==> src/rtl/mem_stage_pkg.sv <==
// Shared types for the MEM stage: load/store funct3 encoding, access FSM states and pipeline records.
package mem_stage_pkg;

   localparam int XLEN = 64;

   typedef enum logic [2:0] {
      F3_B  = 3'b000,
      F3_H  = 3'b001,
      F3_W  = 3'b010,
      F3_D  = 3'b011,
      F3_BU = 3'b100,
      F3_HU = 3'b101,
      F3_WU = 3'b110,
      F3_DU = 3'b111
   } funct3_t;

   typedef enum logic [1:0] {
      IDLE = 2'd0,
      WAIT = 2'd1,
      DONE = 2'd2
   } mem_state_t;

   typedef struct packed {
      logic [XLEN-1:0] alu;
      logic [XLEN-1:0] wdata;
      logic [4:0]      rd;
      logic            reg_write;
      logic            mem_read;
      logic            mem_write;
      funct3_t         funct3;
   } exmem_t;

   typedef struct packed {
      logic [XLEN-1:0] alu;
      logic [XLEN-1:0] rdata;
      logic [4:0]      rd;
      logic            reg_write;
      logic            mem_to_reg;
      logic            misalign;
   } memwb_t;

   // Byte-enable pattern for an access of this size, before shifting to its lane.
   function automatic logic [7:0] size_mask(input logic [2:0] f3);
      case (f3[1:0])
         2'b00:   return 8'h01;
         2'b01:   return 8'h03;
         2'b10:   return 8'h0F;
         default: return 8'hFF;
      endcase
   endfunction

   // Low address bits that must be zero for a naturally aligned access.
   function automatic logic [2:0] align_mask(input logic [2:0] f3);
      case (f3[1:0])
         2'b00:   return 3'b000;
         2'b01:   return 3'b001;
         2'b10:   return 3'b011;
         default: return 3'b111;
      endcase
   endfunction

endpackage

==> src/rtl/mem_stage_if.sv <==
// Data-memory port of the MEM stage: ready/valid request on a doubleword-aligned address.
interface mem_stage_if;
   import mem_stage_pkg::*;

   logic            DMemReq;
   logic            DMemWe;
   logic [XLEN-1:0] DMemAddr;
   logic [XLEN-1:0] DMemWData;
   logic [7:0]      DMemBe;
   logic            DMemReady;
   logic [XLEN-1:0] DMemRData;

   modport master (
      output DMemReq, DMemWe, DMemAddr, DMemWData, DMemBe,
      input  DMemReady, DMemRData
   );

   modport slave (
      input  DMemReq, DMemWe, DMemAddr, DMemWData, DMemBe,
      output DMemReady, DMemRData
   );

endinterface

==> src/rtl/mem_stage_load_extend.sv <==
// Load formatter: pulls the addressed bytes out of a read doubleword and sign/zero-extends them.
module load_extend
   import mem_stage_pkg::*;
(
   input  funct3_t         funct3_i,
   input  logic [2:0]      lane_i,
   input  logic [XLEN-1:0] rdata_i,
   output logic [XLEN-1:0] data_o
);

   logic [XLEN-1:0] shifted;

   // Bytes beyond lane 7 shift in as zero; there is no cross-doubleword split.
   assign shifted = rdata_i >> {lane_i, 3'b000};

   always_comb begin
      case (funct3_i)
         F3_B:    data_o = {{56{shifted[7]}},  shifted[7:0]};
         F3_H:    data_o = {{48{shifted[15]}}, shifted[15:0]};
         F3_W:    data_o = {{32{shifted[31]}}, shifted[31:0]};
         F3_BU:   data_o = {56'd0, shifted[7:0]};
         F3_HU:   data_o = {48'd0, shifted[15:0]};
         F3_WU:   data_o = {32'd0, shifted[31:0]};
         default: data_o = shifted;
      endcase
   end

endmodule

==> src/rtl/mem_stage.sv <==
// MEM stage of the RV64I+Zba core: EX/MEM register, data-memory access FSM and MEM/WB register.
// Define MEM_MISALIGN_CHECK_EN to trap non size-aligned H/W/D accesses instead of issuing them.
module mem_stage
   import mem_stage_pkg::*;
(
   input  logic             clk,
   input  logic             rst,
   input  logic [XLEN-1:0]  ALUResult_E,
   input  logic [XLEN-1:0]  WriteData_E,
   input  logic [4:0]       Rd_E,
   input  logic             RegWrite_E,
   input  logic             MemRead_E,
   input  logic             MemWrite_E,
   input  logic [2:0]       Funct3_E,
   mem_stage_if.master      dmem,
   output logic             Stall_M,
   output logic [XLEN-1:0]  ALUResult_W,
   output logic [XLEN-1:0]  ReadData_W,
   output logic [4:0]       Rd_W,
   output logic             RegWrite_W,
   output logic             MemToReg_W,
   output logic             MisalignErr_W
);

   exmem_t          m_q, m_d;
   memwb_t          wb_q, wb_d;
   mem_state_t      state_q, state_d;
   logic [XLEN-1:0] rdata_q, rdata_d;
   logic [XLEN-1:0] load_data;
   logic [2:0]      lane;
   logic            mem_op;
   logic            misalign;
   logic            req;

   assign mem_op = m_q.mem_read | m_q.mem_write;
   assign lane   = m_q.alu[2:0];

`ifdef MEM_MISALIGN_CHECK_EN
   assign misalign = mem_op & (|(lane & align_mask(m_q.funct3)));
`else
   assign misalign = 1'b0;
`endif

   // ---------------- access FSM ----------------
   always_ff @(posedge clk) begin
      // NOTE: sequential state uses non-blocking (<=) so every register samples pre-edge values.
      if (rst) state_q <= IDLE;
      else     state_q <= state_d;
   end

   always_comb begin
      // NOTE: default assignment first so no path leaves state_d unassigned (no latch).
      state_d = state_q;
      case (state_q)
         IDLE:    if (mem_op) state_d = (misalign || dmem.DMemReady) ? DONE : WAIT;
         WAIT:    if (dmem.DMemReady) state_d = DONE;
         DONE:    state_d = IDLE;
         default: state_d = IDLE;
      endcase
   end

   always_comb begin
      Stall_M = 1'b0;
      req     = 1'b0;
      case (state_q)
         IDLE: begin
            Stall_M = mem_op;
            req     = mem_op & ~misalign;
         end
         WAIT: begin
            Stall_M = 1'b1;
            req     = 1'b1;
         end
         default: ;
      endcase
   end

   // Bus fields come straight from the held EX/MEM register, so they stay stable while waiting.
   assign dmem.DMemReq   = req;
   assign dmem.DMemWe    = req & m_q.mem_write;
   assign dmem.DMemAddr  = {m_q.alu[XLEN-1:3], 3'b000};
   assign dmem.DMemWData = m_q.wdata << {lane, 3'b000};
   assign dmem.DMemBe    = (req & m_q.mem_write) ? (size_mask(m_q.funct3) << lane) : 8'h00;

   assign rdata_d = (req & dmem.DMemReady & ~m_q.mem_write) ? dmem.DMemRData : rdata_q;

   load_extend u_load_extend (
      .funct3_i (m_q.funct3),
      .lane_i   (lane),
      .rdata_i  (rdata_q),
      .data_o   (load_data)
   );

   // ---------------- pipeline registers ----------------
   always_comb begin
      m_d = m_q;
      if (!Stall_M) begin
         m_d.alu       = ALUResult_E;
         m_d.wdata     = WriteData_E;
         m_d.rd        = Rd_E;
         m_d.reg_write = RegWrite_E;
         m_d.mem_read  = MemRead_E;
         m_d.mem_write = MemWrite_E;
         m_d.funct3    = funct3_t'(Funct3_E);
      end
   end

   // A stalled cycle sends a bubble to W; data fields keep their last value.
   always_comb begin
      wb_d = wb_q;
      if (Stall_M) begin
         wb_d.reg_write  = 1'b0;
         wb_d.mem_to_reg = 1'b0;
         wb_d.misalign   = 1'b0;
      end else begin
         wb_d.alu        = m_q.alu;
         wb_d.rdata      = load_data;
         wb_d.rd         = m_q.rd;
         wb_d.reg_write  = m_q.reg_write & ~misalign;
         wb_d.mem_to_reg = m_q.mem_read;
         wb_d.misalign   = misalign;
      end
   end

   always_ff @(posedge clk) begin
      if (rst) begin
         m_q     <= '0;
         wb_q    <= '0;
         rdata_q <= '0;
      end else begin
         m_q     <= m_d;
         wb_q    <= wb_d;
         rdata_q <= rdata_d;
      end
   end

   assign ALUResult_W   = wb_q.alu;
   assign ReadData_W    = wb_q.rdata;
   assign Rd_W          = wb_q.rd;
   assign RegWrite_W    = wb_q.reg_write;
   assign MemToReg_W    = wb_q.mem_to_reg;
   assign MisalignErr_W = wb_q.misalign;

endmodule

==> src/flat_wrapper.sv <==
// flat-port wrapper written by rule: the top's interface ports become plain ports
module mem_stage_flat import mem_stage_pkg::*;
  (clk, rst, ALUResult_E, WriteData_E, Rd_E, RegWrite_E, MemRead_E, MemWrite_E, Funct3_E, Stall_M, ALUResult_W, ReadData_W, Rd_W, RegWrite_W, MemToReg_W, MisalignErr_W, dmem_DMemReq, dmem_DMemWe, dmem_DMemAddr, dmem_DMemWData, dmem_DMemBe, dmem_DMemReady, dmem_DMemRData);
  mem_stage_if dmem_i ();
  input  logic clk;
  input  logic rst;
  input  logic [XLEN-1:0] ALUResult_E;
  input  logic [XLEN-1:0] WriteData_E;
  input  logic [4:0] Rd_E;
  input  logic RegWrite_E;
  input  logic MemRead_E;
  input  logic MemWrite_E;
  input  logic [2:0] Funct3_E;
  output logic Stall_M;
  output logic [XLEN-1:0] ALUResult_W;
  output logic [XLEN-1:0] ReadData_W;
  output logic [4:0] Rd_W;
  output logic RegWrite_W;
  output logic MemToReg_W;
  output logic MisalignErr_W;
  output wire logic [$bits(dmem_i.DMemReq)-1:0] dmem_DMemReq;
  output wire logic [$bits(dmem_i.DMemWe)-1:0] dmem_DMemWe;
  output wire logic [$bits(dmem_i.DMemAddr)-1:0] dmem_DMemAddr;
  output wire logic [$bits(dmem_i.DMemWData)-1:0] dmem_DMemWData;
  output wire logic [$bits(dmem_i.DMemBe)-1:0] dmem_DMemBe;
  input wire logic [$bits(dmem_i.DMemReady)-1:0] dmem_DMemReady;
  input wire logic [$bits(dmem_i.DMemRData)-1:0] dmem_DMemRData;
  assign dmem_DMemReq = dmem_i.DMemReq;
  assign dmem_DMemWe = dmem_i.DMemWe;
  assign dmem_DMemAddr = dmem_i.DMemAddr;
  assign dmem_DMemWData = dmem_i.DMemWData;
  assign dmem_DMemBe = dmem_i.DMemBe;
  assign dmem_i.DMemReady = dmem_DMemReady;
  assign dmem_i.DMemRData = dmem_DMemRData;
  mem_stage u_core (.clk(clk), .rst(rst), .ALUResult_E(ALUResult_E), .WriteData_E(WriteData_E), .Rd_E(Rd_E), .RegWrite_E(RegWrite_E), .MemRead_E(MemRead_E), .MemWrite_E(MemWrite_E), .Funct3_E(Funct3_E), .dmem(dmem_i), .Stall_M(Stall_M), .ALUResult_W(ALUResult_W), .ReadData_W(ReadData_W), .Rd_W(Rd_W), .RegWrite_W(RegWrite_W), .MemToReg_W(MemToReg_W), .MisalignErr_W(MisalignErr_W));
endmodule
==> config.mk <==
export PLATFORM = sky130hd
export DESIGN_NAME = mem_stage_flat
export DESIGN_NICKNAME = d
export VERILOG_FILES = /design/src/rtl/mem_stage_pkg.sv /design/src/rtl/mem_stage_if.sv /design/src/rtl/mem_stage_load_extend.sv /design/src/rtl/mem_stage.sv /design/src/flat_wrapper.sv
export SDC_FILE = /design/constraint.sdc
export NUM_CORES = 1
export LEC_CHECK = 0
export ABC_AREA = 1
export ABC_CLOCK_PERIOD_IN_PS = 1500
export BUFFER_PORTS_ARGS = -buffer_cell sky130_fd_sc_hd__buf_2
export CAP_MARGIN = 40
export CORE_AREA = 2 2 185 187
export CTS_CLUSTER_SIZE = 25
export DETAILED_ROUTE_END_ITERATION = 10
export DIE_AREA = 0 0 187 189
export GPL_TIMING_DRIVEN = 0
export HOLD_SLACK_MARGIN = 0.06
export PLACE_DENSITY = 0.87
export SETUP_SLACK_MARGIN = 0.15
export SYNTH_ARGS = -nofsm -noshare
export SYNTH_HDL_FRONTEND = slang
export SYNTH_SLANG_ARGS = --single-unit
==> constraint.sdc <==
create_clock -name clk -period 1.5 [get_ports clk]
set_input_delay 0.225 -clock clk [delete_from_list [all_inputs] [get_ports clk]]
set_output_delay 0.225 -clock clk [all_outputs]
set_load 0.02 [all_outputs]
==> key figures, run 1 <==
Floorplan
  – Die W: 187 um
  – # IOs: 481
  – Std cell rows: 67
  – Initial Util: 46.48%
  – Die height: 189 um

Synthesis
  – Top_reg_cell synth: dfxtp_1
  – Post-Syn Area: 15470 um^2
  – #FFs+latches synth: 340
  – Count leader, synth: nand2_1
  – Synth warn: 0
  – Avg Synthesized Cell Area: 6.952 um^2
  – Async SR Flop Fraction: 0%
  – Synthesized instance count: 2225
  – Largest cells by area after synthesis: dfxtp_1, o21ai_0, nand2_1
  – Post-synth EDFFs: 0
  – Post-synth cell types: 32
  – Most frequent cells after synthesis: nand2_1, o21ai_0, dfxtp_1, inv_1, nor2_1
  – Register area share after synthesis: 44.01%
  – Area share of the largest cell type after synthesis: 44.01%
  – Synth area leader: dfxtp_1

Clocking
  – Clock sinks: 340
  – Max H-tree Level: 2
  – Number of buffers created by CTS: 37
  – Clk root buf: clkbuf_16
  – CTS Buffer Depth: 3

STA
  – Post-GRT worst EP: dmem_DMemWData[60]
  – Kind of the worst endpoint: top-level output

Placed design
  – Setup Slack @ Placement: -0.8314 ns
  – Placer Congestion: 1.022
  – PortBufs: 476
  – DPL Wire Length: 53590 um
  – Area post-placement: 18980 um^2
  – Cells after DPL: 3153

Global routing
  – GRT Total Usage: 61.38%
  – Gr ovfl total: 66
  – Largest net degree at the start of global routing: 16

Run status
  – Outcome: stopped before the end
  – Exit stage: global routing
  – First Err: [ERROR GRT-0232] Routing congestion too high. Check the congestion heatmap in the GUI.
[layer usage]
| layer | overflow | GRT usage [%] |
|---|---|---|
| met5 | 0 | 3.159 |
| met4 | 44 | 61.66 |
| met3 | 0 | 33.90 |
| met2 | 22 | 86.90 |
| met1 | 0 | 62.67 |
[timing repair]
action | 4_1_cts
buffers inserted | 11
endpoints found under the hold margin | 198
setup endpoints to repair | 461
hold buffers | 198
resized for setup | 318
pin swaps | 16
[kinds of logic after synthesis]
group	after synthesis	share of synthesized area, %
other cells	1	0.02424
simple gates	773	20.00
buf+inv	459	13.92
flops	340	44.01
compound gates	652	22.04
[metrics by stage]
| step | hold slack, ns | TNS [ns] |
|---|---|---|
| 2_1_floorplan | 0.2970 | -3.930 |
| 3_3_place_gp | 0.4209 | -128.31 |
| 3_5_place_dp | 0.4282 | -138.87 |
| 4_1_cts | 0.06077 | -136.20 |
==> run 2, diff against run 1 <==
- ABC_CLOCK_PERIOD_IN_PS: 1500 -> 2000
- CORE_AREA: 2 2 185 187 -> not set
- CORE_UTILIZATION: not set -> 40
- CTS_CLUSTER_SIZE: 25 -> not set
- DIE_AREA: 0 0 187 189 -> not set
- HOLD_SLACK_MARGIN: 0.06 -> not set
- PLACE_DENSITY: 0.87 -> not set
- PLACE_DENSITY_LB_ADDON: not set -> 0.15
- SETUP_SLACK_MARGIN: 0.15 -> not set
- clock period: 1.5 -> 2 ns (I/O delays scaled with it)
==> run 2 against run 1 <==
  * The flow now finishes, with violations (negative setup slack)
  * Area after synthesis is the same
  * Synthesized cell count is the same
==> key figures, run 2 <==
Run status
  – Outcome: finished, violations left
  – Failing checks: negative setup slack

Power
  – Switching Fraction: 42.13%
  – Pleak: 10.80 nW
  – Power density cells: 1227 nW/um^2
  – Pint: 16.86 mW
  – VDD IR max: 0.0006642 V
  – Overall power: 29.14 mW
  – Net Sw Power: 12.27 mW
  – Register share of total power: 30.4%
  – Clk pwr share: 24.1%
  – Gate power share: 45.6%

Setup path
  – Largest stage delay on the critical path: 0.40 ns
  – Most frequent cell on the critical path: buf_12
  – Buf/Inv on CP: 4
  – Crit path DAT: 2.18 ns
  – Element type at the critical path start: flop
  – Worst Path Max Fanout: 8
  – Data required, critical path: 1.70 ns
  – Slowest library cell on the worst path: dfxtp_4
  – Crit-path cells: buf_12, buf_12, buf_12, a21oi_4, o21ai_2, o22ai_2, nor2_4, buf_6
  – Critical path class: flop to primary output
  – Setup crit end kind: primary output
  – CP top delay family: buffers and inverters

STA
  – Final setup margin: -0.4838 ns
  – Tcrit/Tclk final: 124.2%
  – Worst-Margin Slew: 0.7776 ns
  – Pins Over Slew Limit: 0
  – RSZ-0062 raised after global routing: true
  – Slew margin rel.: 48.16%
  – Final Hold Vio Count: 0
  – Max Freq: 0.4026 GHz
  – Worst hold slack: 0.02260 ns
  – Final Skew: 0.02519 ns
  – Final setup violation count: 74
  – Sum Neg Setup Slack: -25.19 ns
  – Post-layout min period: 2.484 ns

Route
  – Vias: 18150
  – Detailed Route WL: 74050 um
  – Final ANT Viol Nets: 0
  – Post-DR wirelength/cell: 21.39 um
  – Pre-Repair DR Iteration Count: 5
  – Routed vias/inst: 5.243
  – DRT iter0 DRCs: 1218
  – DRC viols: 0

Placed design
  – DPL Wire Length: 55810 um (+4.1%)
  – Cells after DPL: 3215 (+2.0%)
  – Setup Slack @ Placement: -0.5306 ns (+0.3008 ns)
  – PortBufs: 476 (unchanged)
  – Placer Congestion: 0.9910 (-3.0%)

Synthesis
  – Count leader, synth: nand2_1
  – Register area share after synthesis: 44.01% (unchanged)
  – #FFs+latches synth: 340 (unchanged)
  – Post-Syn Area: 15470 um^2 (unchanged)
  – Async SR Flop Fraction: 0% (unchanged)
  – Synthesized instance count: 2225 (unchanged)
  – Largest cells by area after synthesis: dfxtp_1, o21ai_0, nand2_1
  – Post-synth cell types: 32 (unchanged)
  – Area share of the largest cell type after synthesis: 44.01% (unchanged)
  – Most frequent cells after synthesis: nand2_1, o21ai_0, dfxtp_1, inv_1, nor2_1
  – Avg Synthesized Cell Area: 6.952 um^2 (unchanged)
  – Synth area leader: dfxtp_1
  – Top_reg_cell synth: dfxtp_1
  – Post-synth EDFFs: 0 (unchanged)
  – Synth warn: 0 (unchanged)

Cells and area
  – Ratio of cells with drive above 1 in the final layout: 34.51%
  – Largest register FFs: 75
  – Largest Register: u_core.m_q
  – Post-route insts no fill: 3462
  – Area grow syn2layout: 53.48%
  – Most common cell after layout, fill and taps aside: nand2_1
  – # nets final: 3130
  – Most frequent cells in the layout: nand2_1, buf_2, o21ai_0

Global routing
  – First-pass GRT wire length: 106700 um
  – Largest net degree at the start of global routing: 20
  – Initial antenna violation count: 2
  – GRT Total Usage: 36.44%
  – Gr ovfl total: 0
  – Vias in the first global route: 17830

Floorplan
  – Std cell rows: 71 (+6.0%)
  – DIE AREA: 39460 um^2
  – Core area: 37840 um^2
  – # IOs: 481 (unchanged)
  – Die W: 198.6 um (+6.2%)
  – Initial Util: 40.87% (-5.6 points)
  – Die height: 198.6 um (+5.1%)

Clocking
  – Clk_lat worst skew: 0.58 ns
  – Clk root buf: clkbuf_16
  – Clock sinks: 340 (unchanged)
  – Max H-tree Level: 2 (unchanged)
  – Clock-pin slew on the worst setup and hold paths: 0.06 ns
  – CTS Buffer Depth: 3 (unchanged)
  – Number of buffers created by CTS: 38 (+2.7%)
  – TritonCTS clock tree: done

Run
  – Max cap viols: 0

Min path
  – Hold Crit Class: input port to flop
==> run 2: cell counts after synthesis <==
Identical to the previous run, type by type.
==> run 2: layout make-up <==
cell class,instances,area [um^2]
diodes,1,2.502
plain buffers,216,1690
clock buffers,54,1091
clock inverters,12,146.4
fillers,3474,14100
inverters,238,925.9
multi-input cells,1430,7806
flip-flops and latches,340,6815
well taps,511,639.4
repair buffers,660,4622
==> run 2: logic make-up (layout without fill, tap and decap cells) <==
family                 count (synthesis)  after routing  share of synthesized area, %
flip-flops                           340            340                         44.01
AND/OR/NAND/NOR                      773            774                         20.00
buffers and inverters                459           1180                         13.92
other                                  1              5                       0.02424
AO/OA/AOI/OAI                        652            652                         22.04
==> run 2: timing repair <==
| action | CTS | global route |
|---|---|---|
| hold buffers | 130 | 0 |
| setup endpoints to repair | 111 | 253 |
| cloned | 3 | 4 |
| hold endpoints to repair | 130 | 0 |
| setup buffers | 36 | 16 |
| resized for setup | 444 | 276 |
| pin swaps | 46 | 55 |
==> run 2: per-layer routing <==
layer	GRT usage, %	routed length [um]
met4	20.77	4478
met3	7.392	5255
met1	43.13	29250
met5	0	10
met2	61.25	35060
==> run 2: worst paths after layout <==
kind | start | endpoint | slack, ns | cells past startpoint
setup / recovery | u_core.lane[0] | dmem_DMemBe[6] | -0.48 | 8
hold / removal | dmem_DMemRData[28] | u_core.rdata_q[28] | 0.02 | 3
setup reg to reg | u_core.lane[0] | u_core.ReadData_W[19] | -0.02 | 12
hold reg to reg | u_core.m_q[5] | u_core.RegWrite_W | 0.45 | 2
==> run 2: worst register-to-register path, delay by kind of cell, from the launching register on <==
family	cells	cell delay, ns
buffers and inverters	4	0.59
AND/OR/NAND/NOR	5	0.58
flip-flops	1	0.38
AO/OA/AOI/OAI	3	0.35
==> run 2: power by group through the flow <==
stage | clock network [mW] | registers [mW] | logic (mW)
after floorplan | 0 | 9.36 | 5.63
after global placement | 0 | 8.84 | 10.2
after detailed placement | 0 | 8.87 | 10.2
after CTS | 7.09 | 8.78 | 12.1
after global routing | 7.31 | 8.96 | 14.1
final | 7.01 | 8.85 | 13.3
==> run 2: per-stage QoR <==
step / utilization [%] / area [um^2]
2_1_floorplan: - / 15480
3_3_place_gp: 48.89 / 18500
3_5_place_dp: 48.89 / 18500
4_1_cts: 59.91 / 22670
5_1_grt: 62.72 / 23740
6_report: 62.73 / 23740
Power figures use the tool's default switching activity.
==> run 3, diff against run 2 <==
- BUFFER_PORTS_ARGS: -buffer_cell sky130_fd_sc_hd__buf_2 -> not set
- DONT_BUFFER_PORTS: not set -> 1
==> run 3 against run 2 <==
  * Die area unchanged
  * Register-to-register slack improved by 0.08 ns
  * Highest routed layer is now met4
  * Final cell count decreased by 12%
  * First-iteration DRC count increased by 8.1%
  * Clock skew decreased by 0.0079 ns
  * Sequential share of layout area increased by 2.2 points
  * Combinational power decreased by 16%
  * Power decreased by 2.3%
  * Core utilization decreased by 4.4 points
  * Via count decreased by 8.7%
  * Final area decreased by 7.0%
  * The run still ends with negative setup slack left
==> key figures, run 3 (synthesis results as in run 2) <==
Floorplan
  – Die height: 198.6 um (unchanged)
  – Std cell rows: 71 (unchanged)
  – Initial Util: 40.87% (unchanged)
  – Core area: 37840 um^2 (unchanged)
  – Die W: 198.6 um (unchanged)
  – # IOs: 481 (unchanged)
  – DIE AREA: 39460 um^2 (unchanged)

Setup path
  – R2r setup slk: 0.06 ns (+0.08 ns)
  – Most frequent cell on the critical path: buf_6
  – Largest stage delay on the critical path: 0.42 ns (+0.02 ns)
  – Buf/Inv on CP: 3 (-1)
  – Worst Path Max Fanout: 10 (+2)
  – Setup crit end kind: primary output
  – Critical path class: flop to primary output
  – Worst r2r path cells: 11 (-1)
  – Capture point of the worst path: dmem_DMemBe[7]
  – Crit path DAT: 2.14 ns (-0.04 ns)
  – Crit path launch: u_core.lane[1]
  – Crit-path cells: buf_6, buf_8, buf_6, nor2_1, a21oi_2, o21ai_0, nor2_2
  – Data required, critical path: 1.70 ns (about the same)
  – Slowest library cell on the worst path: nor2_2
  – CP top delay family: simple AND/OR/NAND/NOR gates
  – Reg2reg start: u_core.lane[0]
  – Crit path depth: 7 (-1)
  – Element type at the critical path start: flop
  – Crit Reg-Reg Endpoint: u_core.ReadData_W[25]

Placed design
  – PortBufs: 0 (-100%)
  – Area post-placement: 16130 um^2 (-13%)
  – DPL Wire Length: 51740 um (-7.3%)
  – Placer Congestion: 1.018 (+2.7%)

STA
  – Slew margin rel.: 51.94% (+3.8 points)
  – Final Hold Vio Count: 0 (unchanged)
  – Worst hold slack: 0.01911 ns (-0.003485 ns)
  – Worst-Margin Slew: 0.7209 ns (-0.05671 ns)
  – Pins Over Slew Limit: 0 (unchanged)
  – Post-layout min period: 2.437 ns (-0.04710 ns)
  – Max Freq: 0.4104 GHz (+1.9%)
  – Tcrit/Tclk final: 121.8% (-2.4 points)
  – Final setup violation count: 73 (-1.4%)
  – Final Skew: 0.01729 ns (-0.007905 ns)
  – Final setup margin: -0.4367 ns (+0.04710 ns)
  – RSZ-0062 raised after global routing: true

Route
  – Vias: 16570 (-8.7%)
  – Met3 WL: 6421 um (+22%)
  – Pre-Repair DR Iteration Count: 7 (+2)
  – Top Metal Used: met4
  – Final ANT Viol Nets: 0 (unchanged)
  – Routed vias/inst: 5.432 (+3.6%)
  – Detailed Route WL: 70450 um (-4.9%)
  – Length of routed wiring on met1: 27380 um (-6.4%)
  – Met2 wire length: 33090 um (-5.6%)
  – DRT iter0 DRCs: 1317 (+8.1%)
  – DRC viols: 0 (unchanged)
  – Post-DR wirelength/cell: 23.10 um (+8.0%)

Clocking
  – CTS Buffer Depth: 3 (unchanged)
  – Clock sinks: 340 (unchanged)
  – Max H-tree Level: 2 (unchanged)
  – TritonCTS clock tree: done
  – Clk_lat worst skew: 0.57 ns (about the same)
  – Clock-pin slew on the worst setup and hold paths: 0.06 ns (about the same)
  – Number of buffers created by CTS: 39 (+2.6%)
  – Clk root buf: clkbuf_16

Cells and area
  – # fillers: 3504 (+0.86%)
  – Most common cell after layout, fill and taps aside: nand2_1
  – Most frequent cells in the layout: nand2_1, o21ai_0, dfxtp_1
  – Largest Register: u_core.m_q
  – Area grow syn2layout: 42.75%
  – Largest register FFs: 75 (unchanged)
  – # nets final: 2715 (-13%)
  – Ratio of cells with drive above 1 in the final layout: 22.59% (-12 points)
  – Final Instance Area: 22080 um^2 (-7.0%)

Power
  – VDD IR max: 0.001045 V (+57%)
  – Pleak: 8.897 nW (-18%)
  – Power density cells: 1289 nW/um^2 (+5.0%)

Min path
  – Hold Crit Class: input port to flop

Global routing
  – Initial antenna violation count: 2 (unchanged)
  – GRT Total Usage: 34.30% (-2.1 points)
  – First-pass GRT wire length: 100800 um (-5.5%)
  – Largest net degree at the start of global routing: 20 (unchanged)
  – Gr ovfl total: 0 (unchanged)
  – Vias in the first global route: 16200 (-9.1%)

Run
  – Max cap viols: 0 (unchanged)

Run status
  – Outcome: finished, violations left
  – Failing checks: negative setup slack
-- run 3: cell count changes in the layout (fill, tap and decap cells not counted), sizes merged --
cell         delta
buf           -484
bufinv          +4
clkbuf          -1
clkinv          +3
clkinvlp        -2
diode           +1
dlygate4sd3    +69
inv             -2
-- run 3: metal layers --
metal | up-vias | global-route usage [%]
li1 | 7692 | -
met1 | 7862 | 40.74
met2 | 809 | 57.71
met3 | 205 | 8.715
met4 | 0 | 16.10
met5 | - | 0
-- run 3: layout make-up --
class	count	area (um^2)	area share (%)
multi-input cells	1430	8214	37.20
flip-flops and latches	340	6819	30.88
repair buffers	243	2464	11.16
plain buffers	217	1684	7.627
clock buffers	54	1102	4.992
inverters	238	927.1	4.199
well taps	511	639.4	2.896
clock inverters	15	225.2	1.020
diodes	2	5.005	0.02267
-- run 3: worst min path at each step --
stage / from / end / slack (ns) / depth (start not counted)
3_3_place_gp: dmem_DMemReady / u_core.state_q[0] / 0.38 / 1
3_5_place_dp: dmem_DMemReady / u_core.state_q[0] / 0.38 / 1
6_report: dmem_DMemRData[16] / u_core.rdata_q[16] / 0.02 / 2
5_1_grt: dmem_DMemRData[57] / u_core.rdata_q[57] / 0.04 / 2
2_1_floorplan: rst / u_core.state_q[1] / 0.37 / 1
4_1_cts: dmem_DMemRData[40] / u_core.rdata_q[40] / 0.009 / 2
-- run 3: what timing repair did --
action,CTS,global route
resized for setup,506,190
hold buffers,196,3
gates cloned,2,6
pin swaps,60,80
hold endpoints to repair,196,3
buffers inserted,21,16
setup endpoints to repair,118,187
-- run 3: through the flow --
step | utilization [%] | std cells | TNS [ns] | total power [mW] | worst slack [ns]
2_1_floorplan | - | 2228 | 0 | 14.99 | 0.1048
3_3_place_gp | 42.59 | 2739 | -20.40 | 17.74 | -0.5689
3_5_place_dp | 42.63 | 2742 | -21.18 | 17.81 | -0.5568
4_1_cts | 56.13 | 3026 | -22.28 | 27.48 | -0.4730
5_1_grt | 58.34 | 3049 | -26.10 | 29.63 | -0.5027
6_report | 58.34 | 3050 | -23.14 | 28.46 | -0.4367
-- run 3: report_power, final --
group	switching, mW	total, mW	internal, mW
Clock	3.05	7.56	4.51
Sequential	1.68	9.74	8.06
Combinational	7.41	11.2	3.76
